`config.mk`:
```
export PLATFORM = sky130hd
export DESIGN_NAME = benes_cfg_ctrl
export DESIGN_NICKNAME = d
export VERILOG_FILES = /design/src/rtl/benes_cfg_ctrl.sv
export SDC_FILE = /design/constraint.sdc
export NUM_CORES = 1
export LEC_CHECK = 0
export BUFFER_PORTS_ARGS = -buffer_cell sky130_fd_sc_hd__buf_2
export CORE_MARGIN = 3
export CORE_UTILIZATION = 40
export DETAILED_ROUTE_END_ITERATION = 8
export SLEW_MARGIN = 20
export SYNTH_ARGS = -nofsm -noshare
export SYNTH_HDL_FRONTEND = slang
export SYNTH_SLANG_ARGS = --single-unit
export TNS_END_PERCENT = 100
```
`constraint.sdc`:
```
create_clock -name clk -period 2.5 [get_ports clk]
set_clock_uncertainty 0.15 [all_clocks]
set_input_delay 0.125 -clock clk [delete_from_list [all_inputs] [get_ports clk]]
set_output_delay 0.125 -clock clk [all_outputs]
set_load 0.02 [all_outputs]
```
`src/rtl/benes_cfg_ctrl.sv`:
```
// Benes network configuration controller: double-buffered per-stage switch
// settings with a commit handshake that swaps banks only once the pipeline
// has drained, so every vector sees a single configuration end to end.
module benes_cfg_ctrl #(
  parameter int unsigned SIZE       = 32,
  parameter int unsigned SWITCH_NUM = SIZE / 2,
  parameter int unsigned STAGE_NUM  = 2 * $clog2(SIZE) - 1
) (
  input  logic                  clk,
  input  logic                  rst_n,
  input  logic                  cfg_we,
  input  logic [3:0]            cfg_addr,
  input  logic [SWITCH_NUM-1:0] cfg_wdata,
  input  logic                  cfg_commit,
  output logic                  cfg_busy,
  output logic                  cfg_err,
  output logic                  bank_sel,
  input  logic                  in_valid,
  output logic                  in_ready,
  output logic                  out_valid,
  output logic [SWITCH_NUM-1:0] switch_set [0:STAGE_NUM-1]
);

  typedef enum logic [1:0] {
    RUN   = 2'd0,
    DRAIN = 2'd1,
    SWAP  = 2'd2
  } state_e;

  state_e                state_q, state_d;
  logic                  bank_sel_q, bank_sel_d;
  logic                  err_q, err_d;
  logic [STAGE_NUM-1:0]  vld_q, vld_d;
  logic [SWITCH_NUM-1:0] bank_q [0:1][0:STAGE_NUM-1];
  logic [SWITCH_NUM-1:0] bank_d [0:1][0:STAGE_NUM-1];
  logic                  addr_ok;
  logic                  wr_en;

  // FSM state register
  always_ff @(posedge clk or negedge rst_n) begin
    if (!rst_n) begin
      state_q <= RUN;
    end else begin
      state_q <= state_d;
    end
  end

  // FSM next-state: commit only honoured in RUN, swap once the pipe is empty
  always_comb begin
    state_d = state_q;
    case (state_q)
      RUN:     if (cfg_commit) state_d = DRAIN;
      DRAIN:   if (vld_q == '0) state_d = SWAP;
      SWAP:    state_d = RUN;
      default: state_d = RUN;
    endcase
  end

  // FSM outputs; in_ready is held low while reset is asserted
  always_comb begin
    in_ready = (state_q == RUN) && rst_n;
    cfg_busy = (state_q != RUN);
  end

  // Datapath next-state: shadow writes, error flag, bank toggle, valid tracker
  always_comb begin
    bank_d     = bank_q;
    addr_ok    = (32'(cfg_addr) < STAGE_NUM);
    wr_en      = cfg_we && !cfg_busy && addr_ok;
    err_d      = err_q | (cfg_we & ~wr_en);
    bank_sel_d = bank_sel_q ^ (state_q == SWAP);
    vld_d      = {vld_q[STAGE_NUM-2:0], in_valid & in_ready};
    if (wr_en) begin
      bank_d[~bank_sel_q][cfg_addr] = cfg_wdata;
    end
  end

  // Datapath registers; reset restores straight-through in both banks
  always_ff @(posedge clk or negedge rst_n) begin
    if (!rst_n) begin
      bank_q     <= '{default: '0};
      bank_sel_q <= 1'b0;
      err_q      <= 1'b0;
      vld_q      <= '0;
    end else begin
      bank_q     <= bank_d;
      bank_sel_q <= bank_sel_d;
      err_q      <= err_d;
      vld_q      <= vld_d;
    end
  end

  // Active bank drives the switch settings directly from the registers
  always_comb begin
    for (int unsigned k = 0; k < STAGE_NUM; k++) begin
      switch_set[k] = bank_q[bank_sel_q][k];
    end
    bank_sel  = bank_sel_q;
    cfg_err   = err_q;
    out_valid = vld_q[STAGE_NUM-1];
  end

endmodule

```
==> impl_metrics.csv, run 1 <==
group,metric,value,unit
run_status,status,"complete, no violations",
finish,stdcell_area,0.01570,sq mm
die,die_h,187.5,microns
global_routing,grt_pass1_wl,46.85,mm
sta,hold_viol,0,
sta,fin_hold_ws,0.0001844,ns
synth,synth_cells,837,
global_routing,grt_max_degree,118,
clocking,htreeDepth,2,
synth,synth_cell_types,34,
finish,final_util,49.00,%
worst_setup_path,cp_data_arrival_time,2.02,ns
power_and_ir_drop,power_density,1279,mW/mm^2
sta,period_share,91.86,%
synth,synth_nets,862,
placement,dp.cells,1405,
clocking,cts_setup_buffers,0,
routing,via_count,7408,
routing,routed_via_density,5.046,
synth,ys_seq_area_share,57.19,%
die,ios,174,
clocking,root_buffer,"clkbuf_16",
hold_path,hold_class,"input port to asynchronous set/reset pin",
sta,finalSetupTns,0,ns
synth,avgSynthCellArea,15.74,sq um
placement,globalplace.congestion,0.7392,
worst_setup_path,critPathLaunchType,"flop",
synth,ys_top_cells_by_area,"dfrtp_1, mux2_2, mux2_4",
worst_setup_path,cpMaxStageDelayCell,"dfrtp_4",
finish,finalNonFillerCells,1468,
finish,area_delta_synth_final,19.21,%
routing,wl,29.47,mm
die,coreArea,0.03204,sq mm
global_routing,gr-total-overflow,0,
sta,slew_viol_final,0,
global_routing,grt_pass1_vias,7951,
synth,netlist_area,0.01317,sq mm
finish,drive_gt1_share,66.89,%
worst_setup_path,required,2.23,ns
worst_setup_path,worstSetupPathType,"flop to primary output",
sta,slew_headroom,61.58,%
worst_setup_path,setup.worst_path.end_class,"primary output",
synth,yosys.area.top_type_share,57.19,%
global_routing,antenna_found_initial,0,
clocking,ctsLongestPathBuffers,3,
sta,fin_crit,2.296,ns
power_and_ir_drop,p_leak,8.101,nW
die,die_w,187.5,microns
clocking,cts.clk_slew.worst_paths,0.06,ns
routing,first_pass_iters,4,
placement,place_ws,0.3905,ns
sta,finalSetupViolCount,0,
worst_setup_path,cp_slowest_stage_delay,0.52,ns
clocking,cts_tree,"yes",
routing,wl_per_cell,20.07,microns
global_routing,grt_usage,16.75,%
placement,port_buffers,173,
routing,ant_nets,0,
routing,drt_iter0_drc,280,
synth,yosysTopAreaCell,"dfrtp_1",
die,initial_core_util,41.11,%
sta,rsz0062_at_grt,"no",
clocking,cts_buffers,35,
sta,max_slew.worst_pin.slew,0.5762,ns
synth,yosysWarnings,0,
worst_setup_path,crit_chain,"buf_4 > mux2_2 > buf_2",
routing,drc,0,
finish,antennaDiodeCount,0,
power_and_ir_drop,ir_worst_vdd,0.7033,mV
clocking,clkLatencyLatePin,0.49,ns
placement,postPlaceCellArea,0.01445,sq mm
placement,hpwl,18.53,mm
die,rows,65,
clocking,clock-sinks,301,
die,die_area,0.03514,sq mm
power_and_ir_drop,total_power,20.08,mW
finish,final_nets,1039,
sta,fmax,0.4355,GHz
job,maxCapViolCount,0,
sta,setup_ws,0.2036,ns
worst_setup_path,crit_fanout,29,
synth,ys_seq_elements,301,
## cell type report
cell class | count | area (sq um)
fillers | 2888 | 16340
clock inverters | 9 | 123.9
repair buffers | 200 | 1181
multi-input cells | 475 | 5279
clock buffers | 47 | 1033
flip-flops and latches | 301 | 7536
well taps | 435 | 544.3
inverters | 1 | 3.754
## where the power goes
group	switching [mW]	internal, mW	leakage (nW)	total [mW]
clock network	1.92	3.19	0.576	5.11
registers	0.877	6.72	4.02	7.60
logic	3.80	3.58	3.50	7.38
## cells by family (layout without fill, tap and decap cells)
kind of cell / after synthesis / after routing / synth area share, %
muxes: 432 / 432 / 37.53
xor gates and xnor gates: 1 / 1 / 0.06651
DFF: 301 / 301 / 57.19
AOI/OAI and AO/OA: 3 / 3 / 0.1805
buffers and inverters: 61 / 257 / 2.736
and+or+nand+nor: 39 / 39 / 2.299
## routing by layer
layer | routed length (microns) | share of wire (%) | track usage (%) | vias up
met5 | 0 | 0 | 0 | -
met4 | 469 | 1.6 | 3.954 | 0
met3 | 1168 | 4.0 | 3.036 | 37
met2 | 13970 | 47 | 27.16 | 131
met1 | 13860 | 47 | 23.53 | 3857
li1 | - | - | - | 3383
## flip-flops by register name, indices dropped and copies added (netlist names)
signal,flops
bank_q,288
bank_sel,1
cfg_err,1
state_q,2
vld_q,9
## Yosys cell counts, drive strengths merged
| cell type | count |
|---|---|
| and4bb | 2 |
| o31ai | 1 |
| nand4b | 2 |
| or4 | 1 |
| a311oi | 1 |
| nor3 | 2 |
| and2 | 1 |
| and3 | 1 |
| nor4 | 1 |
| mux2 | 432 |
| dfrtp | 301 |
| nor2b | 1 |
| nand2b | 1 |
| xnor2 | 1 |
| nand2 | 11 |
| and4b | 1 |
| nand3 | 2 |
| inv | 1 |
| nor2 | 3 |
| and4 | 3 |
| buf | 31 |
| clkbuf | 29 |
| and2b | 1 |
| a21o | 1 |
| nand4 | 1 |
| nor4b | 5 |
## final timing paths
check / startpoint / end / slack [ns] / depth (start not counted)
setup / recovery: bank_sel / switch_set[4] / 0.20 / 3
setup reg to reg: bank_sel / bank_q[169] / 0.33 / 4
max in group asynchronous: rst_n / bank_q[26] / 1.22 / 3
min in group clk: cfg_wdata[14] / bank_q[94] / 0.02 / 2
hold reg to reg: vld_q[3] / vld_q[4] / 0.23 / 0
hold / removal: rst_n / bank_q[241] / 0.0002 / 2
## cells in the final DEF, fill, tap and decap left out, drive strengths merged, types with 2 or more instances in the layout
master       count
mux2           432
dfrtp          301
buf            193
clkbuf          48
nand2           11
dlygate4sd3      6
clkinv           5
nor4b            5
nor2             3
and4             3
bufinv           3
and4bb           2
nand3            2
nor3             2
inv              2
nand4b           2
## critical path, delay by kind of cell, from the launching register on
kind / cells / cell delay, ns
mux: 1 / 0.40
flops: 1 / 0.52
buf+inv: 2 / 0.58
## repair_timing
action                                  4_1_cts  5_1_grt
endpoints found under the setup margin        0       55
endpoints found under the hold margin       252        0
hold buffers                                  6        0
resized for setup                             0        1
Note: power is estimated with default switching activity, not from simulation.
==> run 2, diff against run 1 <==
--- a/config.mk
+++ b/config.mk
@@ -9,6 +9,7 @@
 export CORE_MARGIN = 3
 export CORE_UTILIZATION = 40
 export DETAILED_ROUTE_END_ITERATION = 8
+export PLACE_DENSITY = 0.64
 export SLEW_MARGIN = 20
 export SYNTH_ARGS = -nofsm -noshare
 export SYNTH_HDL_FRONTEND = slang
==> impl_metrics.csv, run 2 (synthesized netlist as in run 1, its figures left out) <==
group,metric,value,unit
run_status,status,"complete, no violations",
sta,fin_crit,2.358,ns
worst_setup_path,critPathLaunchType,"flop",
worst_setup_path,rr_endpoint,"bank_q[239]",
die,die_w,187.5,microns
global_routing,grt_max_degree,113,
clocking,clock-sinks,301,
power_and_ir_drop,total_power,19.68,mW
routing,wl,29.89,mm
finish,largest_reg_flops,288,
power_and_ir_drop,combPwrFrac,37.5,%
finish,final_common_cell,"mux2_2",
routing,wl_per_cell,20.37,microns
power_and_ir_drop,ir_worst_vdd,0.5881,mV
sta,fmax,0.4241,GHz
routing,ant_nets,0,
worst_setup_path,worstSetupPathType,"flop to primary output",
power_and_ir_drop,power_frac_seq,38.8,%
hold_path,hold_class,"input port to flop",
sta,period_share,94.32,%
hold_path,whs_endpoint,"bank_q[28]",
worst_setup_path,setup.worst_path.end_class,"primary output",
power_and_ir_drop,p_leak,8.028,nW
finish,finalNonFillerCells,1467,
power_and_ir_drop,p_clk_share,23.7,%
die,die_h,187.5,microns
finish,largestRegisters,"bank_q x288, vld_q x9, state_q x2",
die,rows,65,
finish,regMostFlops,"bank_q",
sta,finalSetupTns,0,ns
global_routing,grt_pass1_wl,48.03,mm
clocking,cts_tree,"yes",
global_routing,grt_pass1_vias,7918,
routing,first_pass_iters,4,
finish,nFillCells,2849,
worst_setup_path,crit_chain,"buf_12 > mux2_2 > buf_2",
routing,drc,0,
finish,antennaDiodeCount,0,
die,initial_core_util,41.11,%
hold_path,hp-start,"cfg_wdata[12]",
worst_setup_path,cp_slowest_stage_delay,0.57,ns
clocking,htreeDepth,2,
clocking,root_buffer,"clkbuf_16",
sta,rsz0062_at_grt,"no",
power_and_ir_drop,power_density,1265,mW/mm^2
die,ios,174,
hold_path,hold_depth,2,
placement,port_buffers,173,
clocking,cts_setup_buffers,0,
finish,mostFrequentLayoutCells,"mux2_2, dfrtp_1, buf_2",
die,die_area,0.03514,sq mm
worst_setup_path,required,2.23,ns
worst_setup_path,cp_data_arrival_time,2.08,ns
global_routing,antenna_found_initial,0,
power_and_ir_drop,p_switching,6.630,mW
power_and_ir_drop,internal_power,13.05,mW
global_routing,gr-total-overflow,0,
worst_setup_path,reg2reg_depth,4,
finish,drive_gt1_share,66.38,%
placement,hpwl,19.14,mm
finish,multi_input_area,0.005279,sq mm
global_routing,grt_usage,17.19,%
power_and_ir_drop,p_sw_share,33.68,%
clocking,cts.clk_slew.worst_paths,0.06,ns
finish,area_delta_synth_final,18.16,%
sta,slew_headroom,58.54,%
worst_setup_path,crit_fanout,66,
routing,drt_iter0_drc,334,
sta,finalSetupViolCount,0,
sta,slew_viol_final,0,
worst_setup_path,cpMaxStageDelayCell,"dfrtp_4",
finish,final_nets,1036,
clocking,clkLatencyLatePin,0.50,ns
sta,max_slew.worst_pin.slew,0.6219,ns
placement,dp.cells,1404,
placement,globalplace.congestion,0.7314,
finish,regArea,0.007536,sq mm
worst_setup_path,r2r-start,"bank_sel",
routing,routed_via_density,5.053,
worst_setup_path,r2r_slack,0.25,ns
die,coreArea,0.03204,sq mm
clocking,ctsLongestPathBuffers,3,
routing,via_count,7413,
job,maxCapViolCount,0,
clocking,cts_buffers,34,
sta,hold_viol,0,
-- run 2: cell count changes in the layout (fill, tap and decap cells not counted), sizes merged --
| cell | before | now |
|---|---|---|
| dlygate4sd3 | 6 | 5 |
| clkinvlp | 0 | 1 |
| bufinv | 3 | 0 |
| clkbuf | 48 | 51 |
| clkinv | 5 | 4 |
-- run 2: power by group through the flow --
stage                     combinational, mW  sequential (mW)  clock (mW)
after global placement                 7.39             7.63           0
after floorplan                        5.46             7.35           0
after global routing                   7.91             7.89        5.01
after detailed placement               7.47             7.72           0
final                                  7.37             7.63        4.67
after CTS                              7.51             7.64        4.80
-- run 2: worst max path at each step --
stage / end / slack [ns] / cells after the start / start
5_1_grt: switch_set[101] / 0.07 / 3 / bank_sel
4_1_cts: switch_set[116] / 0.11 / 3 / bank_sel
3_5_place_dp: bank_q[224] / 0.27 / 4 / bank_sel
3_3_place_gp: bank_q[228] / 0.34 / 4 / bank_sel
6_report: switch_set[117] / 0.14 / 3 / bank_sel
2_1_floorplan: bank_q[229] / 0.38 / 6 / state_q[0]
-- run 2: metal layers --
| layer | vias to the layer above | track usage [%] | wire, microns |
|---|---|---|---|
| li1 | 3364 | - | - |
| met1 | 3875 | 24.36 | 14250 |
| met2 | 141 | 27.79 | 14020 |
| met3 | 33 | 3.167 | 1189 |
| met4 | 0 | 3.636 | 428 |
| met5 | - | 0 | 0 |
-- run 2: through the flow --
stage	hold WS [ns]	utilization, %	worst slack [ns]	instance area, sq um
finish	0.03259	48.57	0.1420	15560
global route	0.04842	48.57	0.06717	15560
CTS	0.01488	48.57	0.1140	15560
detailed placement	-0.08803	45.08	0.2693	14440
global placement	-0.08958	45.08	0.3375	14440
floorplan	-0.3206	-	0.3759	13170
-- run 2: area by class of cell --
cell class,count,area share (%)
Clock inverter,6,0.2331
Tap cell,435,3.497
Sequential cell,301,48.42
Timing Repair Buffer,198,7.444
Clock buffer,51,6.464
Multi-Input combinational cell,475,33.92
Inverter,1,0.02412
-- run 2: worst max-delay path, delay by kind of cell (launching register included) --
family	cells	cell delay [ns]
buffers and inverters	2	0.52
muxes	1	0.41
DFF	1	0.57
-- run 2: what timing repair did --
action | in CTS | in global routing
gates resized for setup | 0 | 0
endpoints found under the setup margin | 0 | 0
endpoints found under the hold margin | 304 | 0
hold buffers | 6 | 0
==> run 3, diff against run 2 <==
--- a/config.mk
+++ b/config.mk
@@ -8,8 +8,10 @@
 export BUFFER_PORTS_ARGS = -buffer_cell sky130_fd_sc_hd__buf_2
 export CORE_MARGIN = 3
 export CORE_UTILIZATION = 40
+export CTS_BUF_LIST = sky130_fd_sc_hd__clkbuf_16
 export DETAILED_ROUTE_END_ITERATION = 8
 export PLACE_DENSITY = 0.64
+export SKIP_LAST_GASP = 1
 export SLEW_MARGIN = 20
 export SYNTH_ARGS = -nofsm -noshare
 export SYNTH_HDL_FRONTEND = slang
==> impl_metrics.csv, run 3 (synthesized netlist as in run 1, its figures left out) <==
group,metric,value,unit
die,die_w,187.5,microns
global_routing,antenna_found_initial,0,
global_routing,grt_usage,17.17,%
finish,regMostFlops,"bank_q",
clocking,clkLatencyLatePin,0.50,ns
placement,postPlaceCellArea,0.01444,sq mm
hold_path,hold_class,"input port to flop",
worst_setup_path,cp-startpoint,"bank_sel",
finish,final_util,48.35,%
routing,first_pass_iters,4,
sta,hold_viol,0,
worst_setup_path,worstSetupPathType,"flop to primary output",
die,rows,65,
sta,slew_headroom,58.31,%
global_routing,grt_max_degree,113,
global_routing,gr-total-overflow,0,
clocking,cts_tree,"yes",
sta,finalSetupViolCount,0,
finish,area_delta_synth_final,17.63,%
global_routing,grt_pass1_wl,47.94,mm
worst_setup_path,crit_fanout,66,
clocking,cts_buffers,34,
sta,finalSetupTns,0,ns
sta,fmax,0.4242,GHz
worst_setup_path,r2r-start,"bank_sel",
power_and_ir_drop,p_sw_share,34.11,%
power_and_ir_drop,p_clk_share,22.7,%
sta,slew_viol_final,0,
die,die_area,0.03514,sq mm
die,initial_core_util,41.11,%
clocking,clock-sinks,301,
sta,fin_hold_ws,0.01740,ns
power_and_ir_drop,power_density,1254,mW/mm^2
sta,fin_crit,2.358,ns
finish,antennaDiodeCount,0,
routing,drc,0,
worst_setup_path,required,2.23,ns
routing,ant_nets,0,
routing,wl_per_cell,20.39,microns
clocking,ctsLongestPathBuffers,3,
finish,final_common_cell,"mux2_2",
finish,drive_gt1_share,65.70,%
worst_setup_path,reg2reg_depth,4,
worst_setup_path,critPathLaunchType,"flop",
die,die_h,187.5,microns
power_and_ir_drop,p_switching,6.626,mW
clocking,htreeDepth,2,
sta,period_share,94.30,%
power_and_ir_drop,power_frac_seq,39.3,%
power_and_ir_drop,combPwrFrac,38.0,%
placement,hpwl,19.14,mm
routing,via_count,7412,
power_and_ir_drop,internal_power,12.80,mW
worst_setup_path,rr_endpoint,"bank_q[239]",
sta,max_slew.worst_pin.slew,0.6254,ns
routing,drt_iter0_drc,294,
sta,rsz0062_at_grt,"no",
finish,largestRegisters,"bank_q x288, vld_q x9, state_q x2",
worst_setup_path,crit_path_end,"switch_set[101]",
placement,port_buffers,173,
job,maxCapViolCount,0,
die,ios,174,
power_and_ir_drop,ir_worst_vdd,0.5869,mV
finish,final_nets,1036,
routing,routed_via_density,5.052,
worst_setup_path,r2r_slack,0.24,ns
finish,largest_reg_flops,288,
clocking,root_buffer,"clkbuf_16",
worst_setup_path,setup.worst_path.end_class,"primary output",
finish,mostFrequentLayoutCells,"mux2_2, dfrtp_1, buf_2",
run_status,status,"complete, no violations",
placement,globalplace.congestion,0.7314,
clocking,cts_setup_buffers,0,
clocking,cts.clk_slew.worst_paths,0.06,ns
global_routing,grt_pass1_vias,7918,
die,coreArea,0.03204,sq mm
worst_setup_path,cp_data_arrival_time,2.08,ns
power_and_ir_drop,p_leak,8.026,nW
finish,stdcell_area,0.01549,sq mm
routing,wl,29.91,mm
[run 3: cell types whose count changed in the layout (fill, tap and decap cells not counted)]
cell,previous run,this run
clkbuf_1,9,0
inv_1,1,10
clkinv_1,0,7
clkbuf_8,7,0
[run 3: worst min path at each step]
stage | start | to | depth (start not counted)
3_5_place_dp | rst_n | bank_q[192] | 1
4_1_cts | cfg_wdata[12] | bank_q[92] | 2
6_report | cfg_wdata[12] | bank_q[92] | 2
3_3_place_gp | rst_n | bank_q[192] | 1
5_1_grt | cfg_wdata[12] | bank_q[92] | 2
2_1_floorplan | rst_n | bank_q[0] | 0
[run 3: metrics by stage]
step | power (mW) | setup WS [ns] | instances
5_1_grt | 20.56 | 0.06728 | 1467
6_report | 19.43 | 0.1424 | 1467
4_1_cts | 19.70 | 0.1138 | 1467
2_1_floorplan | 12.81 | 0.3759 | 837
3_5_place_dp | 15.19 | 0.2693 | 1404
3_3_place_gp | 15.02 | 0.3375 | 1404
[run 3: area by class of cell]
type	count	area [sq um]
multi-input cells	475	5279
inverters	1	3.754
well taps	435	544.3
clock inverters	22	96.34
fillers	2856	16550
flip-flops and latches	301	7536
clock buffers	35	875.8
repair buffers	198	1159
[run 3: power groups by stage]
| stage | combinational, mW | sequential, mW | clock (mW) |
|---|---|---|---|
| 5_1_grt | 7.91 | 7.89 | 4.76 |
| 3_5_place_dp | 7.47 | 7.72 | 0 |
| 4_1_cts | 7.51 | 7.64 | 4.55 |
| 3_3_place_gp | 7.39 | 7.63 | 0 |
| 6_report | 7.38 | 7.63 | 4.41 |
| 2_1_floorplan | 5.46 | 7.35 | 0 |
[run 3: timing repair]
| item | in CTS | in global routing |
|---|---|---|
| hold endpoints to repair | 304 | 0 |
| resized for setup | 0 | 0 |
| hold buffers | 6 | 0 |
[run 3: routing by layer]
metal  wire length [microns]  GRT usage [%]  vias up
li1                        -              -     3369
met1                   14030          24.26     3854
met2                   14080          27.80      156
met3                    1383          3.261       33
met4                     421          3.608        0
met5                       0              0        -
[run 3: critical path, stage by stage (launching register included)]
cell and delay (ns):
dfrtp_4 0.57, buf_12 0.37, mux2_2 0.42, buf_2 0.17
